<file path="src/rtl/voq_mgr.sv">
// Virtual output queue manager: NUM_PORTS descriptor FIFOs sharing one
// statically partitioned simple dual-port RAM, with flush and drop accounting.
module voq_mgr #(
    parameter int unsigned NUM_PORTS   = 4,
    parameter int unsigned QUEUE_DEPTH = 64,
    parameter int unsigned ADDR_WIDTH  = 10,
    localparam int unsigned SEL_W      = $clog2(NUM_PORTS),
    localparam int unsigned CNT_W      = $clog2(QUEUE_DEPTH) + 1
) (
    input  logic                       clk,
    input  logic                       reset,
    input  logic                       enq_en,
    input  logic [SEL_W-1:0]           enq_sel,
    input  logic [ADDR_WIDTH-1:0]      enq_addr,
    input  logic                       deq_en,
    input  logic [SEL_W-1:0]           deq_sel,
    input  logic                       flush_en,
    input  logic [SEL_W-1:0]           flush_sel,
    output logic                       deq_valid,
    output logic [ADDR_WIDTH-1:0]      deq_addr,
    output logic [NUM_PORTS-1:0]       is_empty,
    output logic [NUM_PORTS-1:0]       is_full,
    output logic [NUM_PORTS*CNT_W-1:0] occupancy,
    output logic [15:0]                drop_count
);

    localparam int unsigned PTR_W     = $clog2(QUEUE_DEPTH);
    localparam int unsigned MEM_AW    = SEL_W + PTR_W;
    localparam int unsigned MEM_WORDS = NUM_PORTS * QUEUE_DEPTH;

    logic [ADDR_WIDTH-1:0] mem   [MEM_WORDS];
    logic [PTR_W-1:0]      head  [NUM_PORTS];
    logic [PTR_W-1:0]      tail  [NUM_PORTS];
    logic [CNT_W-1:0]      count [NUM_PORTS];

    logic                  enq_flushed;
    logic                  deq_flushed;
    logic                  enq_ok;
    logic                  deq_ok;
    logic                  enq_drop;
    logic [MEM_AW-1:0]     wr_addr;
    logic [MEM_AW-1:0]     rd_addr;
    logic [NUM_PORTS-1:0]  enq_hit;
    logic [NUM_PORTS-1:0]  deq_hit;
    logic [NUM_PORTS-1:0]  flush_hit;

    // Acceptance decisions from pre-edge state; a flush masks same-queue requests.
    always_comb begin
        enq_flushed = flush_en && (flush_sel == enq_sel);
        deq_flushed = flush_en && (flush_sel == deq_sel);
        deq_ok      = deq_en && !deq_flushed && (count[deq_sel] != '0);
        enq_ok      = enq_en && !enq_flushed &&
                      ((count[enq_sel] != CNT_W'(QUEUE_DEPTH)) ||
                       (deq_ok && (deq_sel == enq_sel)));
        enq_drop    = enq_en && !enq_flushed && !enq_ok;
        wr_addr     = {enq_sel, tail[enq_sel]};
        rd_addr     = {deq_sel, head[deq_sel]};
    end

    always_comb begin
        enq_hit   = '0;
        deq_hit   = '0;
        flush_hit = '0;
        for (int unsigned i = 0; i < NUM_PORTS; i++) begin
            enq_hit[i]   = enq_ok && (enq_sel == SEL_W'(i));
            deq_hit[i]   = deq_ok && (deq_sel == SEL_W'(i));
            flush_hit[i] = flush_en && (flush_sel == SEL_W'(i));
        end
    end

    // Descriptor storage: queue i owns the block whose upper address bits equal i.
    always_ff @(posedge clk) begin
        if (enq_ok) begin
            mem[wr_addr] <= enq_addr;
        end
    end

    // Registered read port; a same-cycle write to a full queue's head returns the old word.
    always_ff @(posedge clk or posedge reset) begin
        if (reset) begin
            deq_valid <= 1'b0;
            deq_addr  <= '0;
        end else begin
            deq_valid <= deq_ok;
            if (deq_ok) begin
                deq_addr <= mem[rd_addr];
            end
        end
    end

    always_ff @(posedge clk or posedge reset) begin
        if (reset) begin
            for (int unsigned i = 0; i < NUM_PORTS; i++) begin
                head[i]  <= '0;
                tail[i]  <= '0;
                count[i] <= '0;
            end
        end else begin
            for (int unsigned i = 0; i < NUM_PORTS; i++) begin
                if (flush_hit[i]) begin
                    head[i]  <= '0;
                    tail[i]  <= '0;
                    count[i] <= '0;
                end else begin
                    if (enq_hit[i]) begin
                        tail[i] <= tail[i] + PTR_W'(1);
                    end
                    if (deq_hit[i]) begin
                        head[i] <= head[i] + PTR_W'(1);
                    end
                    case ({enq_hit[i], deq_hit[i]})
                        2'b10:   count[i] <= count[i] + CNT_W'(1);
                        2'b01:   count[i] <= count[i] - CNT_W'(1);
                        default: count[i] <= count[i];
                    endcase
                end
            end
        end
    end

    always_ff @(posedge clk or posedge reset) begin
        if (reset) begin
            drop_count <= '0;
        end else if (enq_drop && (drop_count != 16'hFFFF)) begin
            drop_count <= drop_count + 16'd1;
        end
    end

    // Scheduler-facing status, combinational from registered counts.
    always_comb begin
        is_empty  = '0;
        is_full   = '0;
        occupancy = '0;
        for (int unsigned i = 0; i < NUM_PORTS; i++) begin
            is_empty[i]                  = (count[i] == '0);
            is_full[i]                   = (count[i] == CNT_W'(QUEUE_DEPTH));
            occupancy[i*CNT_W +: CNT_W]  = count[i];
        end
    end

endmodule

</file>
<file path="config.mk">
export PLATFORM = sky130hd
export DESIGN_NAME = voq_mgr
export DESIGN_NICKNAME = d
export VERILOG_FILES = /design/src/rtl/voq_mgr.sv
export SDC_FILE = /design/constraint.sdc
export NUM_CORES = 2
export LEC_CHECK = 0
export CAP_MARGIN = 40
export CORE_UTILIZATION = 57
export DETAILED_ROUTE_END_ITERATION = 16
export PLACE_DENSITY_LB_ADDON = 0.25
export SLEW_MARGIN = 20
export SYNTH_ARGS = -nofsm -noshare
export SYNTH_HDL_FRONTEND = slang
export SYNTH_SLANG_ARGS = --single-unit
</file>
<file path="constraint.sdc">
create_clock -name clk -period 3.3 [get_ports clk]
set_input_delay 0.66 -clock clk [delete_from_list [all_inputs] [get_ports clk]]
set_output_delay 0.66 -clock clk [all_outputs]
set_load 0.05 [all_outputs]
</file>
; After elaboration in Yosys (flattened, before gate mapping)
; Memories as Yosys holds them, arrays and structs flattened. A register that Yosys moved wholly into a read port is not among the register bits.
; Index checks and enable logic that the tools add are counted.
[totals]
ram_bits = 2560
output_inout_bits = 63
in_bits = 21
mem_count = 1
ff_bits = 93
elab_cells = 145
[mem_list]
columns = name, words, width, read_ports, rd_ports_with_merged_regs, wr, line
row1 = mem, 256, 10, 1, 1, 1, 31  ; logic [ADDR_WIDTH-1:0] mem [MEM_WORDS];
[classes]
mux = 38
n_lt_le_gt_ge = 2
add_sub_neg = 17
eq_ne = 26
bitwise_logic = 2
reduce_logical = 45
[ops]
columns = cell, count
row1 = $mux W6, 20
row2 = $mux W7, 8
row3 = $pmux W7 S2, 4
row4 = $add A6 B1 Y6 const B, 8
row5 = $add A7 B1 Y7 const B, 4
row6 = $bmux W7 S2, 2
row7 = $eq A7 B7 Y1 const B, 4
row8 = $logic_not A7 Y1, 4
row9 = $sub A7 B1 Y7 const B, 4
row10 = $bmux W6 S2, 2
row11 = $logic_and A1 B1 Y1, 21
row12 = $eq A2 B2 Y1 const B, 10
row13 = $add A16 B1 Y16 const B, 1
row14 = $ne A16 B16 Y1 const B, 1
row15 = $reduce_bool A2 Y1, 8
row16 = $eq A2 B1 Y1 const B, 7
row17 = $reduce_bool A3 Y1, 4
row18 = $ne A7 B7 Y1 const B, 1
row19 = $reduce_bool A7 Y1, 1
row20 = $eq A2 B2 Y1, 3
row21 = $ge A3 B3 Y1 const B, 2
row22 = $logic_not A2 Y1, 3
row23 = $not A2 Y3, 2
row24 = $logic_not A1 Y1, 3
row25 = other kinds (2), 3

; Logic depth before layout (Yosys ltp)
[depth]
ltp_word = 13
depth_mapped = 15
depth_no_buf = 12

; Least setup slack after synthesis
; OpenSTA, ideal clock, no wires.
[synth_path]
path_type = register to register
from = register count, in the netlist occupancy[22]
to = register count, in the netlist occupancy[6]
required_ns = 3.222
path_stages_with_launch = 14
path_slack_ns = -1.356
synth_period_minus_slack_ns = 4.656
t_arrival_ns = 4.578
cell_sequence = dfrtp_1 -> buf_2 -> or4_1 -> nor4_2 -> a221oi_1 -> a31o_2 -> buf_4 -> a31oi_2 -> xnor2_1 -> ha_1 -> nor4_1 -> nand3_1 -> a21o_1 -> a21oi_1
[synth_between]
elab_chain_cells = 12
elab_cells_between_ends = 19
[synth_rtl]
columns = item, line
row1 = start: declaration, 34  ; logic [CNT_W-1:0] count [NUM_PORTS];
row2 = start signal: indexed assignment, 112  ; 2'b10: count[i] <= count[i] + CNT_W'(1);
row3 = start signal: indexed assignment, 113  ; 2'b01: count[i] <= count[i] - CNT_W'(1);
row4 = start signal: indexed assignment, 114  ; default: count[i] <= count[i];
row5 = $bmux W7 S2, 51  ; deq_ok = deq_en && !deq_flushed && (count[deq_sel] != '0);
row6 = $mux W7 (implied by the code) (2 in a row), 51
row7 = $reduce_bool A7 Y1, 51
row8 = $logic_and A1 B1 Y1, 51
row9 = $logic_and A1 B1 Y1, 54  ; (deq_ok && (deq_sel == enq_sel)));
row10 = $logic_or A1 B1 Y1, 53  ; ((count[enq_sel] != CNT_W'(QUEUE_DEPTH)) ||
row11 = $logic_and A1 B1 Y1, 52  ; enq_ok = enq_en && !enq_flushed &&
row12 = $logic_and A1 B1 Y1, 65  ; enq_hit[i] = enq_ok && (enq_sel == SEL_W'(i));
row13 = $eq A2 B1 Y1 / $eq A2 B2 Y1 (equally long branches), 111  ; case ({enq_hit[i], deq_hit[i]})
row14 = $pmux W7 S2, 111
row15 = $mux W7, 100  ; if (flush_hit[i]) begin
; Parallel ways exist; a longest one is shown, timed or not. The select of a mux whose other input is x is not followed.
; A chain may end at the register's enable or synchronous reset.

; Worst setup path after layout
[layout_path]
from = register head[8] (netlist name)
to = register deq_addr[6], read port of mem
[layout_between]
elab_chain_cells = 3
[layout_rtl]
columns = item, line
row1 = start: declaration, 32  ; logic [PTR_W-1:0] head [NUM_PORTS];
row2 = start signal: indexed assignment, 109  ; head[i] <= head[i] + PTR_W'(1);
row3 = $bmux W6 S2, 57  ; rd_addr = {deq_sel, head[deq_sel]};
row4 = $mux W6 (implied by the code) (2 in a row), 57
row5 = end: declaration, 20  ; output logic [ADDR_WIDTH-1:0] deq_addr,
; No other way between the ends. The select of a mux whose other input is x is not followed.

==> metrics.md <==
| Metric | Value |
|---|---|
| Number of buffers between clock root and the deepest sink | `4` |
| Number of max-slew violations in the final report | `0` |
| Overall Global Routing Usage | `between 30% and 40%` |
| Sinks on Clock Net | `2663` |
| Via-per-instance ratio | `between 6 and 7` |
| Top-area cell type share of the netlist area | `72.3%` |
| Met2 Use GR | `54.7%` |
| Hold buffers post-CTS | `0` |
| Global placement routability congestion | `0.995` |
| Count of cell types in the netlist | `81` |
| Power per standard cell area | `690 nW/um^2` |
| Largest area contributor in the netlist | `edfxtp_1` |
| Detailed router's first-iteration violation count | `11774` |
| Final Hold Vio Count | `0` |
| Area of placed instances | `122000 um^2` |
| Slew of the pin with the lowest slew margin | `1.01 ns` |
| Share of the clock period used by the worst path after layout | `111%` |
| TritonCTS clock tree | `done` |
| Number of top-level design ports | `84` |
| Number of buffers added by the clock tree synthesis step | `282` |
| Worst reg-to-reg path cell count | `12` |
| WL final | `349 mm` |
| Area of the die | `188000 um^2` |
| Final standard cell area without fillers | `133000 um^2` |
| Global-route congestion overflow total | `0` |
| Average cell area after synthesis | `17.0 um^2` |
| Die W | `~430 um` |
| Max VDD drop | `0.569 mV` |
| Number of global-route vias before repair | `66691` |
| Element type at the critical path start | `register` |
| Ys async rst share | `between 3 and 4%` |
| Die Span Y | `around 430 um` |
| Clock Skews | `between 0.06 and 0.07 ns` |
| Maximum single-stage delay on the critical path | `0.77 ns` |
| DRC Markers | `0` |
| Fin cells | `approximately 10000` |
| Register area share after synthesis | `74.8%` |
| Share of final-layout standard cells stronger than drive strength 1 | `30.8%` |
| Worst hold path depth | `1` |
| Worst setup slack after placement | `-1.54 ns` |
| Site Rows | `158` |
| IO buf count | `between 80 and 90` |
| Syn Inst Count | `6265` |
| Critical path's slowest cell | `mux4_4` |
| Post-Synthesis Net Count | `6302` |
| Root Buffer Master | `clkbuf_16` |
| Core region area | `185000 um^2` |
| Flop and latch count out of synthesis | `2663` |
| Reported max-cap violation count | `0` |
| Mapped cell area | `about 110000 um^2` |
| Count of vias placed by the detailed router | `slightly below 70000` |
| Result of the run | `complete, but fails checks` |
| CTS clk-pin slew, worst paths | `0.07 ns` |
| Number of enable flip-flop cells after synthesis | `2560` |
| Global-route wire length before repair | `486 mm` |
| Number of antenna violations at the first check in global routing | `15` |
| Static leakage | `45.3 nW` |
| Setup violations, final | `11` |
| Endpoint required time on the critical path | `about 4.1 ns` |
| Crit path kind | `register to register` |
| Overall Power | `between 90 and 100 mW` |
| Arrival time worst endpoint | `4.45 ns` |
| Final #Nets | `7672` |
| Gr busiest metal | `met2` |
| Initial Utilization | `57.4%` |
| Register-to-register setup slack | `-0.36 ns` |
| RSZ-0062 raised after global routing | `true` |
| Kind of end point of the critical path | `register` |
| Maximum clock frequency | `~0.27 GHz` |
| GR met1 Demand/Resource | `49.6%` |
| Headroom to the max-slew limit | `between 30% and 40%` |
| Slack of the critical path | `-0.363 ns` |
| Largest cells by area after synthesis | `edfxtp_1 72%, mux4_2 7.3%, nand2_1 2.8%` |
| Synth-to-Final Area Change | `24.9%` |
| Post-detailed-placement half-perimeter wirelength | `232 mm` |
| DR pass1 iterations | `6` |
| Failing checks | `setup timing` |
| Total number of yosys warnings | `0` |
| Minimum period implied by the final worst setup slack | `3.66 ns` |
| Final routed wire length divided by cell count | `approximately 34 um` |
| Remaining antenna violation count | `0` |
| Class of the most critical hold timing path | `input port to register` |
| Post-Place Cells | `around 9800` |
| Met3 usage in global routing | `10.4%` |
| Maximum number of pins on one net before global-route repair | `about 120` |
| Post-synth top flop | `edfxtp_1` |
| Max FO, Critical Path | `33` |
| Clock latency on the worst-skew pair | `around 0.95 ns` |
| Cells traversed along the worst timing path | `mux4_4, buf_12, buf_12, buf_4, nor2_2, buf_4, nand2_1, o211ai_1, a311oi_1, nand4_1, nand2_1, o32a_1` |
| Count of H-tree levels built during CTS | `5` |
final timing paths:
| path | from | endpoint |
|---|---|---|
| max reg2reg | head[8]$_DFFE_PP0P_ | deq_addr[6]$_DFFE_PP0P_ |
| max in group asynchronous | reset | tail[12]$_DFFE_PP0P_ |
| max | head[8]$_DFFE_PP0P_ | deq_addr[6]$_DFFE_PP0P_ |
| min | enq_addr[1] | mem[64][1]$_DFFE_PP_ |
| min in group asynchronous | reset | occupancy[25]$_DFFE_PP0P_ |
| min reg2reg | drop_count[7]$_DFFE_PP0P_ | drop_count[7]$_DFFE_PP0P_ |
state kept, by name (all words and copies together), names as in the netlist:
name and cells:
head 24, mem 2560, deq_valid 1, deq_addr 10, occupancy 28, tail 24
drop_count 16
logic make-up (layout without fill, tap and decap cells):
| group | after synthesis | after routing | synth area share [%] |
|---|---|---|---|
| DFF | 2663 | 2663 | 74.8 |
| and+or+nand+nor | 1658 | 1658 | 6.95 |
| AOI/OAI and AO/OA | 805 | 805 | 5.39 |
| muxes | 650 | 651 | 10.4 |
| buffers and inverters | 410 | 1976 | 1.82 |
| xor gates and xnor gates | 63 | 63 | 0.519 |
| adders and majority gates | 16 | 16 | 0.188 |
| other | 0 | 9 | 0 |
cell usage in the layout (no fill, tap or decap), drive strengths merged, types with 63 or more instances in the layout:
cell type      count
a31oi            117
nand3            117
dfrtp            103
edfxtp          2560
clkinv           105
a311oi            86
mux4             358
nand2            786
nor2             364
a21oi            109
nor2b            169
o22ai             68
buf             1388
mux2i            279
clkdlybuf4s50     63
clkbuf           360
a211oi           166
through the flow:
step	hold WS [ns]	util, %	setup TNS, ns
floorplan	0.500	-	-672.18
global placement	0.478	65.8	-889.21
detailed placement	0.504	65.8	-1076.75
CTS	0.0712	71.1	-1.96
global route	0.0887	71.7	-3.17
finish	0.112	71.7	-2.69
layer usage:
layer / vias to the layer above / wire (um) / share of wire [%]
li1: 27603 / - / -
met1: 34690 / 119000 / 34
met2: 5679 / 155000 / 45
met3: 1128 / 50600 / 14
met4: 12 / 23900 / 6.8
met5: - / 66 / 0.019
Yosys cell counts, types with 30 or more instances:
| library cell | count |
|---|---|
| a311oi_1 | 86 |
| nand4_1 | 33 |
| o22ai_1 | 68 |
| nor3_1 | 35 |
| nand2_1 | 786 |
| mux2i_1 | 279 |
| a21oi_1 | 109 |
| a31oi_1 | 115 |
| o21ai_0 | 52 |
| xnor2_1 | 33 |
| edfxtp_1 | 2560 |
| nor2b_1 | 169 |
| nor2_1 | 364 |
| nand3_1 | 115 |
| a22oi_1 | 62 |
| a211oi_1 | 166 |
| nor4_1 | 51 |
| xor2_1 | 30 |
| buf_1 | 33 |
| buf_2 | 172 |
| mux4_2 | 346 |
| clkbuf_1 | 149 |
| dfrtp_1 | 103 |
| and3_1 | 33 |
critical path: cells and delay by family, from the launching register on:
kind                   cells  cell delay (ns)
flip-flops                 1             0.42
buffers and inverters      4             0.87
multiplexers               1             0.77
AND/OR/NAND/NOR            4             0.54
AO/OA/AOI/OAI              3             0.89
report_power, final:
part | total [mW] | internal (mW) | switching [mW]
logic | 23.7 | 10.1 | 13.6
clock network | 30.1 | 17.3 | 12.8
registers | 37.9 | 37.4 | 0.474
total | 91.6 | 64.8 | 26.8
layout make-up:
cell class | count | area [um^2]
antenna | 9 | 22.5
clock buffer | 347 | 7460
clock inverter | 134 | 1070
fill | 10981 | 52500
inverter | 23 | 88.8
multi-input combinational | 3193 | 26900
sequential | 2663 | 79500
tap | 2480 | 3100
timing repair buffer | 1472 | 14700
repair_timing:
action	4_1_cts	5_1_grt
gates resized for setup	182	145
hold endpoints to repair	0	0
endpoints found under the setup margin	721	180
pin swaps	44	65
buffers inserted	28	21
gates cloned	3	3
No activity file was read; power rests on OpenSTA's default activity.
